==> src/rtl/mult_seq_ctrl.sv <==
// Sequencer between EX and a shared pipelined unsigned 32x32 multiplier: captures an op,
// stalls for the core latency, then sign-corrects and accumulates. Optional: MULT_ZERO_BYPASS_EN.
module mult_seq_ctrl #(
  parameter int MUL_LATENCY = 3
) (
  input  logic        clk,
  input  logic        rst,
  input  logic        start,
  input  logic [2:0]  op,
  input  logic [31:0] operand_1,
  input  logic [31:0] operand_2,
  input  logic [31:0] hi_in,
  input  logic [31:0] lo_in,
  input  logic        flush,
  output logic [31:0] mult_a,
  output logic [31:0] mult_b,
  input  logic [63:0] mult_product,
  output logic        stall_req,
  output logic [63:0] result,
  output logic        hilo_we,
  output logic        gpr_we,
  output logic        busy
);

  localparam int CW = (MUL_LATENCY > 1) ? $clog2(MUL_LATENCY) : 1;
  localparam logic [CW-1:0] CNT_INIT = CW'(MUL_LATENCY - 1);

  localparam logic [2:0] OP_MULT  = 3'd1;
  localparam logic [2:0] OP_MUL   = 3'd2;
  localparam logic [2:0] OP_MADD  = 3'd3;
  localparam logic [2:0] OP_MADDU = 3'd4;
  localparam logic [2:0] OP_MSUB  = 3'd5;
  localparam logic [2:0] OP_MSUBU = 3'd6;

  typedef enum logic [1:0] {IDLE, BUSY, DONE} state_t;

  state_t        state_reg, state_next;
  logic [CW-1:0] counter_reg;
  logic [2:0]    op_reg;
  logic          neg_reg;
  logic          signed_op;
  logic          accept;
  logic [31:0]   mag_1, mag_2;
  logic [63:0]   p, r;
`ifdef MULT_ZERO_BYPASS_EN
  logic          zero_in;
  logic          zero_reg;
`endif

  always_comb begin
    signed_op = (op == OP_MULT) || (op == OP_MUL) || (op == OP_MADD) || (op == OP_MSUB);
    mag_1     = (signed_op && operand_1[31]) ? (~operand_1 + 32'd1) : operand_1;
    mag_2     = (signed_op && operand_2[31]) ? (~operand_2 + 32'd1) : operand_2;
    accept    = (state_reg == IDLE) && start && !flush;
`ifdef MULT_ZERO_BYPASS_EN
    zero_in   = (operand_1 == 32'd0) || (operand_2 == 32'd0);
`endif
  end

  always_comb begin
    state_next = state_reg;
    stall_req  = 1'b0;
    case (state_reg)
      IDLE: begin
        stall_req = start && !flush;
        if (accept) begin
`ifdef MULT_ZERO_BYPASS_EN
          state_next = zero_in ? DONE : BUSY;
`else
          state_next = BUSY;
`endif
        end
      end
      BUSY: begin
        stall_req = 1'b1;
        if (counter_reg == '0) state_next = DONE;
      end
      DONE:    state_next = IDLE;
      default: state_next = IDLE;
    endcase
    if (flush) state_next = IDLE;
  end

  // Sign correction on the unsigned core product, then optional HI/LO accumulate.
  always_comb begin
    p = neg_reg ? (~mult_product + 64'd1) : mult_product;
`ifdef MULT_ZERO_BYPASS_EN
    if (zero_reg) p = 64'd0;
`endif
    case (op_reg)
      OP_MADD, OP_MADDU: r = {hi_in, lo_in} + p;
      OP_MSUB, OP_MSUBU: r = {hi_in, lo_in} - p;
      default:           r = p;
    endcase
  end

  always_ff @(posedge clk) begin
    if (rst) begin
      state_reg   <= IDLE;
      counter_reg <= '0;
      op_reg      <= 3'd0;
      neg_reg     <= 1'b0;
      mult_a      <= 32'd0;
      mult_b      <= 32'd0;
      result      <= 64'd0;
      hilo_we     <= 1'b0;
      gpr_we      <= 1'b0;
`ifdef MULT_ZERO_BYPASS_EN
      zero_reg    <= 1'b0;
`endif
    end else begin
      state_reg <= state_next;
      hilo_we   <= 1'b0;
      gpr_we    <= 1'b0;
      if (accept) begin
        mult_a      <= mag_1;
        mult_b      <= mag_2;
        op_reg      <= op;
        neg_reg     <= signed_op && (operand_1[31] ^ operand_2[31]);
        counter_reg <= CNT_INIT;
`ifdef MULT_ZERO_BYPASS_EN
        zero_reg    <= zero_in;
`endif
      end else if (state_reg == BUSY && counter_reg != '0) begin
        counter_reg <= counter_reg - CW'(1);
      end
      if (state_reg == DONE && !flush) begin
        result  <= r;
        hilo_we <= (op_reg != OP_MUL);
        gpr_we  <= (op_reg == OP_MUL);
      end
    end
  end

  assign busy = (state_reg != IDLE);

endmodule

==> config.mk <==
export PLATFORM = sky130hd
export DESIGN_NAME = mult_seq_ctrl
export DESIGN_NICKNAME = d
export VERILOG_FILES = /design/src/rtl/mult_seq_ctrl.sv
export SDC_FILE = /design/constraint.sdc
export NUM_CORES = 1
export LEC_CHECK = 0
export BUFFER_PORTS_ARGS = -buffer_cell sky130_fd_sc_hd__buf_2
export CAP_MARGIN = 20
export CORE_MARGIN = 2
export CORE_UTILIZATION = 51
export CTS_CLUSTER_DIAMETER = 60
export DETAILED_ROUTE_END_ITERATION = 7
export PLACE_DENSITY = 0.83
export SYNTH_ARGS = -nofsm -noshare
export SYNTH_HDL_FRONTEND = slang
export SYNTH_SLANG_ARGS = --single-unit
==> constraint.sdc <==
create_clock -name clk -period 7.44 [get_ports clk]
set_clock_uncertainty 0.15 [all_clocks]
set_input_delay 1.488 -clock clk [delete_from_list [all_inputs] [get_ports clk]]
set_output_delay 1.488 -clock clk [all_outputs]
set_load 0.02 [all_outputs]
# Yosys cells after proc, flatten, opt, wreduce, memory -nomap -nowiden
# Cells that the tools add are included.
[word_totals]
ff_bits = 138
inputBits = 199
[op_classes]
addsub = 6
n_bitwise = 5
n_eq_ne = 14
n_mux = 10
n_reduce_logical = 23
[ops]
columns = ["op", "count"]
rows = [
  ["one-hot mux 64 bit (2 select lines)", 1],
  ["adder 32 x 1 -> 32 bit (second input constant)", 2],
  ["adder 64 x 1 -> 64 bit (second input constant)", 1],
  ["adder 64 bit", 1],
  ["two-way mux 32 bit", 2],
  ["two-way mux 64 bit", 1],
  ["inverter 32 bit", 2],
  ["inverter 64 bit", 1],
  ["subtractor 64 bit", 1],
  ["equality test 3 x 2 -> 1 bit (second input constant)", 4],
  ["equality test 3 bit (second input constant)", 4],
  ["OR reduction 2 bit", 5],
  ["logical AND 1 bit", 8],
  ["two-way mux 2 bit", 4],
  ["nonzero test 2 bit", 3],
  ["logical NOT 2 bit", 2],
  ["!= test 2 bit (second input constant)", 2],
  ["one-hot mux 2 bit (2 select lines)", 1],
  ["equality test 3 x 1 -> 1 bit (second input constant)", 1],
  ["logical OR 1 bit", 3],
  ["!= test 3 x 2 -> 1 bit (second input constant)", 1],
  ["equality test 2 x 1 -> 1 bit (second input constant)", 1],
  ["equality test 2 bit (second input constant)", 1],
  ["one-hot mux 1 bit (2 select lines)", 1],
  ["5 further kinds", 5],
]

# Longest topological paths before layout
# Gate-level depths: netlist of run 1.
[logic_depth]
ltp_word = 6
ltp_mapped = 30

# Least setup slack after synthesis of run 1
# OpenSTA, ideal clock, no wires.
[synth_timing]
kind = "input -> register"
startpoint = "in mult_product[0]"
endpoint = "reg result[63]"
t_arrival_ns = 7.139
path_slack_ns = 0.030
setup_time_ns = 0.120
n_path_buf = 2
cell_stages = 25
path_cell_list = "inv_1 > ha_1 > or4b_1 > buf_2 > or3_1 > buf_2 > a2111oi_0 > o211ai_1 > mux2_2 > nor4b_1 > nand3_1 > o21ai_0 > xor2_1 > ha_1 > a21o_1 > a21o_1 > a21oi_1 > o21ai_0 > nor3_1 > nand3_1 > a41oi_1 > nor3_1 > a2111oi_0 > mux2i_1 > a21oi_1"
[synth_via]
elab_chain_len = 5
[synth_rtl]
columns = ["item", "line", "text"]
rows = [
  ["start, declared", "17", "input logic [63:0] mult_product,"],
  ["inverter 64 bit", "86", "p = neg_reg ? (~mult_product + 64'd1) : mult_product;"],
  ["adder 64 x 1 -> 64 bit", "86", ""],
  ["two-way mux 64 bit (*)", "86", ""],
  ["subtractor 64 bit / adder 64 bit (equally long branches)", "92, 91", ""],
  ["one-hot mux 64 bit (2 select lines) (*)", "90", "case (op_reg)"],
  ["end signal, assigned", "128", "result <= r;"],
  ["end, declared", "19", "output logic [63:0] result,"],
]
# Every way passes the cells marked *; elsewhere a longest branch is shown, timed or not.
# A chain may end at the register's enable or synchronous reset.

# Worst setup path after layout of run 1
[layout_timing]
startpoint = "in mult_product[0]"
endpoint = "reg result[56]"
# Same word-level chain as after synthesis.

==> run summary, run 1 <==
A synthesized cell averages 7.18 µm². The number of different library cells used by synthesis comes to 76. For the pin with the worst max-slew slack, the measured transition is 0.934 ns. The number of setup violations in the final report was 0. The tools report the starting density of the core as 51.9%.

The synthesis-to-finish area growth came out at 27.2%. The initialized floorplan defines 60 standard-cell rows. Dividing the detail-routed wire length by the instance count gives 19.2 µm. The number of synthesis warnings came out at 0. Of all nets on the critical path, the largest fanout is 7. Setup repair after global routing left no endpoint under its margin.

The final weighted congestion in routability-driven placement was 1.06. The top-area cell type share of the netlist area was 19.7%; the core footprint was 27000 µm². Gate count of the mapped netlist: 1948.

Clock tree synthesis inserted a total of 17 buffers. The logs give 17100 µm² for the post-detailed-placement cell area and 0 for the cts-stage hold buffer count. The number of setup buffers added after CTS is 0. The worst setup path is of the in2reg kind. The root buffer cell chosen for the clock tree is sky130_fd_sc_hd__clkbuf_16. The insertion delay to the later sink of the worst-skew pair is 0.43 ns, and the number of vias per cell is 6.13.

The via count of the first global-routing pass came out at 15100. The worst min-delay path class was reg2reg. Post-CTS repair changed the size of 0 cells. The wire-length estimate of the detail-placed layout is 41.5 mm. The maximum number of pins on one net before global-route repair is 92, and the number of flip-flops in the largest register is 64. The number of nets in the synthesized netlist is 2216.

For the worst max-slew margin expressed relative to the limit, the log shows 37.6%. The required time at the worst-slack endpoint was 7.62 ns; the multi-input logic area was 10700 µm². The clock passes through at most 2 buffers. The via total after detailed routing is 16700, and the fill cell instance count of the final layout is 2425.

The largest registers in the layout are result (64), mult_a (32), mult_b (32). Power spread over the standard cell area amounts to 158 nW/µm². The total routed wirelength came out at 52.5 mm. Counting I/O delays and the setup requirement, the final critical path takes 7.18 ns. For this run the aggregate overflow at the end of global routing stands at 0. The run finished with clean final reports. In the synthesized netlist the async set-or-reset flop fraction comes to 0%. The tools report the final layout net count as 2638. The max-cap violation count was 0; the final period utilization was 96.6%. Biggest area consumer among synthesized cells: sky130_fd_sc_hd__dfxtp_1. In the final timing run, aggregate negative setup slack is 0 ns.

The DRC violation count after routing is 0. TritonCTS built the clock tree. During I/O placement, the number of pins put on the boundary was 331. The kind of capture point of the worst setup path was a flip-flop. Across the whole layout, storage elements account for 2760 µm². The register bank with the most flops is result. The run gives 7.36 ns as the endpoint arrival time on the critical path. The die is 170 µm wide. For this run, the share of the core covered by cells in the final layout is 66.1%.

Yosys attributes the largest share of cell area to sky130_fd_sc_hd__dfxtp_1, sky130_fd_sc_hd__xor2_1, sky130_fd_sc_hd__xnor2_1. The total global-route track usage is 35.0%. The number of hold violations in the final report was 0. After synthesis the cells add up to 14000 µm². The post-route standard cell area excluding fillers was 17800 µm²; the number of clock sinks seen by CTS was 138.

The initial antenna violation count came out at 4. The count of nets left with antenna violations once routing finished came out at 0. The total of buffers placed on input and output ports is 330, and the height of the chip is 170 µm. After synthesis, the most frequently instantiated cells are sky130_fd_sc_hd__nor2_1, sky130_fd_sc_hd__a21oi_1, sky130_fd_sc_hd__nand2_1. The run gives 19.7% as the sequential fraction of the synthesis area.

The number of max-slew violations in the final report is 0. Counting flops with a built-in enable in the synthesized netlist gives 0. The first global-routing pass estimated 80.4 mm of wire.

In this run, synthesis produced a sequential element count of 138. Most common flop cell mapped by yosys: sky130_fd_sc_hd__dfxtp_1. For this block, the initial DRC count from the detailed router was 1713. The leakage dissipation was 7.56 nW.

Clock-pin slew was measured on the worst setup and hold paths at 0.06 ns. The worst supply voltage drop on vdd is 0.112 mV. The most numerous cell in the Yosys netlist was sky130_fd_sc_hd__nor2_1. The tools report the type of origin of the critical path as an input port.

CTS built an H-tree with a depth of 4. The pre-antenna-repair detailed-routing pass consisted of 6 iterations. The share of post-route cells with drive strength above 1 was 25.8%. The floorplan step defined a die boundary enclosing 28800 µm².

The tools report the top achievable clock speed as 139 MHz.
==> power by group <==
part | leakage, nW | total (mW) | internal (mW) | switching, mW
registers | 1.12 | 0.786 | 0.769 | 0.0174
clock network | 0.299 | 0.919 | 0.544 | 0.375
logic | 6.14 | 1.11 | 0.460 | 0.651
total | 7.56 | 2.82 | 1.77 | 1.04
==> logic make-up after synthesis <==
logic type	share of synthesized area [%]
mux	0.590
buf+inv	4.35
xor+xnor	14.4
compound gates	28.5
fa+ha+maj	6.22
simple gates	26.2
flops	19.7
==> worst max-delay path, cell delays in order <==
cell and delay (ns):
sky130_fd_sc_hd__buf_2 0.10, sky130_fd_sc_hd__inv_1 0.07, sky130_fd_sc_hd__ha_1 0.22, sky130_fd_sc_hd__or4b_1 0.47, sky130_fd_sc_hd__or3_1 0.42, sky130_fd_sc_hd__buf_4 0.19, sky130_fd_sc_hd__nor4_1 0.20, sky130_fd_sc_hd__o21ai_0 0.13
sky130_fd_sc_hd__mux2_2 0.33, sky130_fd_sc_hd__buf_4 0.16, sky130_fd_sc_hd__nor4_2 0.29, sky130_fd_sc_hd__buf_4 0.20, sky130_fd_sc_hd__and3_1 0.20, sky130_fd_sc_hd__buf_4 0.12, sky130_fd_sc_hd__and2_1 0.16, sky130_fd_sc_hd__a21oi_1 0.08
sky130_fd_sc_hd__xor2_1 0.31, sky130_fd_sc_hd__ha_1 0.32, sky130_fd_sc_hd__buf_4 0.16, sky130_fd_sc_hd__a21o_1 0.15, sky130_fd_sc_hd__a21o_1 0.18, sky130_fd_sc_hd__a21o_1 0.19, sky130_fd_sc_hd__a21o_1 0.19, sky130_fd_sc_hd__a21o_1 0.21
sky130_fd_sc_hd__o211ai_1 0.20, sky130_fd_sc_hd__mux2_2 0.36, sky130_fd_sc_hd__a211oi_1 0.25
==> final timing paths <==
check,start,endpoint,slack (ns),cells past startpoint
worst max register to register,neg_reg,result[56],1.44,23
worst max-delay path,mult_product[0],result[56],0.26,27
worst min-delay path,result[2],result[2],0.30,2
worst min register to register,result[2],result[2],0.30,2
==> stage by stage <==
| step | std cells | hold WS (ns) | total power [mW] | setup WS (ns) |
|---|---|---|---|---|
| 6_report | 2728 | 0.303 | 2.82 | 0.255 |
| 3_3_place_gp | 2692 | 0.286 | 1.86 | -0.0768 |
| 4_1_cts | 2724 | 0.302 | 2.79 | 0.234 |
| 5_1_grt | 2728 | 0.336 | 2.95 | 0.00764 |
| 3_5_place_dp | 2692 | 0.295 | 1.87 | -0.180 |
| 2_1_floorplan | 1948 | 0.323 | 1.48 | 0.0304 |
==> final cells by class <==
| class | instances | share of cell area, % |
|---|---|---|
| Timing Repair Buffer | 524 | 17.5 |
| Multi-Input combinational cell | 1655 | 60.3 |
| Clock buffer | 18 | 2.47 |
| Tap cell | 341 | 2.40 |
| Inverter | 34 | 0.717 |
| Clock inverter | 14 | 1.03 |
| Sequential cell | 138 | 15.5 |
| Antenna cell | 4 | 0.0562 |
==> metal layers <==
layer / GRT usage [%] / vias to the layer above / routed length [µm]
met2: 53.9 / 907 / 22500
met4: 12.7 / 0 / 1750
met3: 5.62 / 99 / 5310
met5: 0 / - / 0
met1: 49.1 / 7665 / 22900
li1: - / 8055 / -
==> cell usage in the layout (no fill, tap or decap), drive strengths merged, types with 69 or more instances in the layout <==
cell type,instances
xnor2,105
nor2,229
a21oi,174
o21ai,115
xor2,125
dfxtp,138
a211oi,89
nand2,163
nor3,69
buf,524
No activity file was read; power rests on OpenSTA's default activity.
==> run 2: changes to the inputs <==
--- a/config.mk
+++ b/config.mk
@@ -8,7 +8,7 @@
 export BUFFER_PORTS_ARGS = -buffer_cell sky130_fd_sc_hd__buf_2
 export CAP_MARGIN = 20
 export CORE_MARGIN = 2
-export CORE_UTILIZATION = 51
+export CORE_UTILIZATION = 53
 export CTS_CLUSTER_DIAMETER = 60
 export DETAILED_ROUTE_END_ITERATION = 7
 export PLACE_DENSITY = 0.83
==> constraint.sdc (replaced) <==
create_clock -name clk -period 7.59 [get_ports clk]
set_clock_uncertainty 0.15 [all_clocks]
set_input_delay 1.518 -clock clk [delete_from_list [all_inputs] [get_ports clk]]
set_output_delay 1.518 -clock clk [all_outputs]
set_load 0.02 [all_outputs]
==> run 2 against run 1 <==
Effect of this change:
- register-to-register slack lost 0.17 ns
- critical path depth shrank 1
- clock power shrank 11%
- global-route usage shrank 0.23 points
- critical path type unchanged
- cell count shrank 3.6%
- hold slack lost 0.0019 ns
- via count shrank 1.6%
- flip-flop and latch count is the same
==> run summary, run 2 (synthesis gave the netlist of run 1 again) <==
The run gives 2406 (was 2425) as the fill cell instance count of the final layout. The tools report the number of hold violations in the final report as 0 (unchanged). The remaining global-route overflow is 0 (unchanged), and the actual slew at the worst max-slew pin is 1.01 ns (was 0.934 ns). The average wire per standard cell was 19.3 µm (was 19.2 µm); the top achievable clock speed was 136 MHz. The tools report the worst supply voltage drop on vdd as 0.145 mV (was 0.112 mV). The highest net fanout along the worst path came out at 12 (was 7). For the initial antenna violation count, the log shows 2 (was 4). The clock period minus worst slack was 7.33 ns; the clock-pin slew on the worst setup and hold paths was 0.07 ns (was 0.06 ns). Setup repair after global routing left no endpoint under its margin. The kind of capture point of the worst setup path is a flip-flop (unchanged). The height of the chip came out at 167 µm (was 170 µm). Synthesis-to-finish area growth: 21.5% (was 27.2%). For the number of gates resized after cts, the log shows 0 (unchanged). Number of antenna-violating nets in the routed design: 0 (unchanged). The leakage dissipation came out at 7.09 nW (was 7.56 nW). The run gives 1736 (was 1713) as the first-iteration detailed-routing DRC count. The share of post-route cells with drive strength above 1 is 22.6% (was 25.8%).

The origin of the worst min-delay path was mult_a[0] (was result[2]). The run gives 0 (unchanged) as the number of setup violations in the final report. The number of vias per cell was 6.26 (was 6.13). Most used cells in the layout excluding fill and tap cells: sky130_fd_sc_hd__buf_2, sky130_fd_sc_hd__nor2_1, sky130_fd_sc_hd__a21oi_1 (was sky130_fd_sc_hd__buf_2, sky130_fd_sc_hd__nor2_1, sky130_fd_sc_hd__buf_4). The starting density of the core is 53.9% (was 51.9%), and the number of flip-flops in the largest register is 64 (unchanged). The proportion of total power due to net switching is 38.8% (was 37.0%), and the number of clock sinks seen by CTS is 138 (unchanged).

Largest registers: result (64), mult_a (32), mult_b (32) (unchanged). The count of pins on the block boundary is 331 (unchanged). The cell repeated most along the worst path was sky130_fd_sc_hd__buf_4.

The share of power burned in the clock network was 31.0% (was 32.6%). The sequential group share of total power is 29.3% (was 27.9%), and the final cell count without fillers is 2631 (was 2728). The run gives 78.8 mm (was 80.4 mm) as the wire length of the first global-routing pass.

TritonCTS built the clock tree. The cell depth of the worst min-delay path was 2 (unchanged); the core footprint was 26000 µm² (was 27000 µm²). The logs give 50.8 mm (was 52.5 mm) for the total routed wirelength and 59 (was 60) for the cell row count.

The via total after detailed routing is 16500 (was 16700), and the insertion delay to the later sink of the worst-skew pair is 0.42 ns (was 0.43 ns). The flow ran to the end, and the final reports show no timing, DRC or antenna violations. Critical path's slowest cell: sky130_fd_sc_hd__or4_1 (was sky130_fd_sc_hd__or4b_1).

The cts-stage hold buffer count was 0 (unchanged). The worst setup path category was in2reg (unchanged). The final layout net count was 2549 (was 2638). The logs give 27700 µm² (was 28800 µm²) for the die footprint and 1.27 ns (was 1.44 ns) for the minimum setup slack among reg-to-reg paths. The tools report the required time at the worst-slack endpoint as 7.72 ns (was 7.62 ns). The first-pass iteration count of the detailed router was 6 (unchanged).

The final period utilization is 96.6%, and the worst hold slack after final layout is 0.301 ns (was 0.303 ns). The post-route standard cell area excluding fillers is 17000 µm² (was 17800 µm²). Worst min-delay path class: reg2reg (unchanged).

The tools report the final weighted congestion in routability-driven placement as 1.03 (was 1.06). The logs give 16400 µm² (was 17100 µm²) for the post-detailed-placement cell area and 7.47 ns (was 7.36 ns) for the endpoint arrival time on the critical path. Total of buffers placed on input and output ports: 330 (unchanged).

The run gives 1.61 mW (was 1.77 mW) as the total internal power. The most common cell after layout, fill and taps aside is sky130_fd_sc_hd__buf_2 (unchanged). The number of cells in the design after placement was 2597 (was 2692); the floorplan die width was 167 µm (was 170 µm). The tools report the type of origin of the critical path as an input port (unchanged). The run gives 4 (unchanged) as the number of levels in the clock H-tree. The run gives 32.6% (was 37.6%) as the worst max-slew margin expressed relative to the limit.

CTS root buffer: sky130_fd_sc_hd__clkbuf_16 (unchanged). The number of max-slew violations in the final report was 0 (unchanged). The via count of the first global-routing pass was 14500 (was 15100); the number of cells on the worst reg-to-reg path was 22 (was 23).

The logs give 0 ns (unchanged) for the sum of negative setup slack and 0 (unchanged) for the buffer count from post-CTS setup fixing. Power density normalized to cell area: 155 nW/µm² (was 158 nW/µm²). The startpoint of the worst-slack reg-to-reg timing path is neg_reg (unchanged).

The tools report the reg-to-reg endpoint as result[59] (was result[56]). The run gives 0 (unchanged) as the DRC violation count after routing. The first element of the critical path is mult_product[0] (unchanged). The maximum number of pins on one net before global-route repair came out at 88 (was 92). The logs give 17 (unchanged) for the TritonCTS buffer count and 2 (unchanged) for the deepest clock path buffer count. The max-cap violation count is 0 (unchanged). The sum of net half-perimeters after detailed placement is 39.9 mm (was 41.5 mm).

The power dissipated by switching net loads is 1.02 mW (was 1.04 mW), and the total global-route track usage is 34.7% (was 35.0%). The register bank with the most flops is result (unchanged). The run gives 39.7% (was 39.4%) as the combinational fraction of design power. The end point of the most critical hold path is mult_a[0] (was result[2]). The biggest cell delay along the critical path is 0.55 ns (was 0.47 ns).
## run 2: changes by cell type in the layout (fill, tap and decap cells not counted), sizes merged
cell and delta:
buf -89, bufinv -3, clkinv -2, clkinvlp +1
diode -2, inv +4
## run 2: worst max-delay path: cells and delay by family
family | cells | cell delay, ns
XOR/XNOR | 2 | 0.28
AND/OR/NAND/NOR | 9 | 2.58
AO/OA/AOI/OAI | 7 | 1.53
adder cells (fa/ha/maj) | 2 | 0.62
buffers and inverters | 6 | 0.95
## run 2: worst max-delay path by stage
stage	endpoint	slack, ns	cells past startpoint
detailed placement	result[63]	-0.15	20
global route	result[63]	0.02	26
finish	result[59]	0.26	26
global placement	result[63]	-0.07	20
CTS	result[63]	0.30	20
floorplan	result[63]	0.15	25
## run 2: layer usage
layer  GRT usage, %  share of wire (%)
met2           52.8                 43
met3           4.92                9.8
met1           50.8                 45
met4           10.5                2.9
met5              0                  0
## run 2: per-stage QoR
step	power [mW]	util, %	worst slack, ns
2_1_floorplan	1.45	-	0.150
3_3_place_gp	1.79	63.2	-0.0741
3_5_place_dp	1.79	63.2	-0.154
4_1_cts	2.60	65.3	0.302
5_1_grt	2.76	65.4	0.0221
6_report	2.63	65.4	0.257
## run 2: power by group through the flow
stage | clock network (mW) | logic (mW) | registers [mW]
detailed placement | 0 | 1.01 | 0.787
floorplan | 0 | 0.633 | 0.818
global route | 0.854 | 1.13 | 0.774
finish | 0.815 | 1.04 | 0.771
CTS | 0.821 | 1.01 | 0.771
global placement | 0 | 0.999 | 0.786
## run 2: area by class of cell
class	count	area, µm²	share of cell area (%)
multi-input cells	1655	10700	62.8
flip-flops and latches	138	2760	16.3
repair buffers	435	2440	14.4
clock buffers	18	439	2.58
well taps	335	419	2.47
inverters	34	128	0.751
clock inverters	14	126	0.743
diodes	2	5.00	0.0294
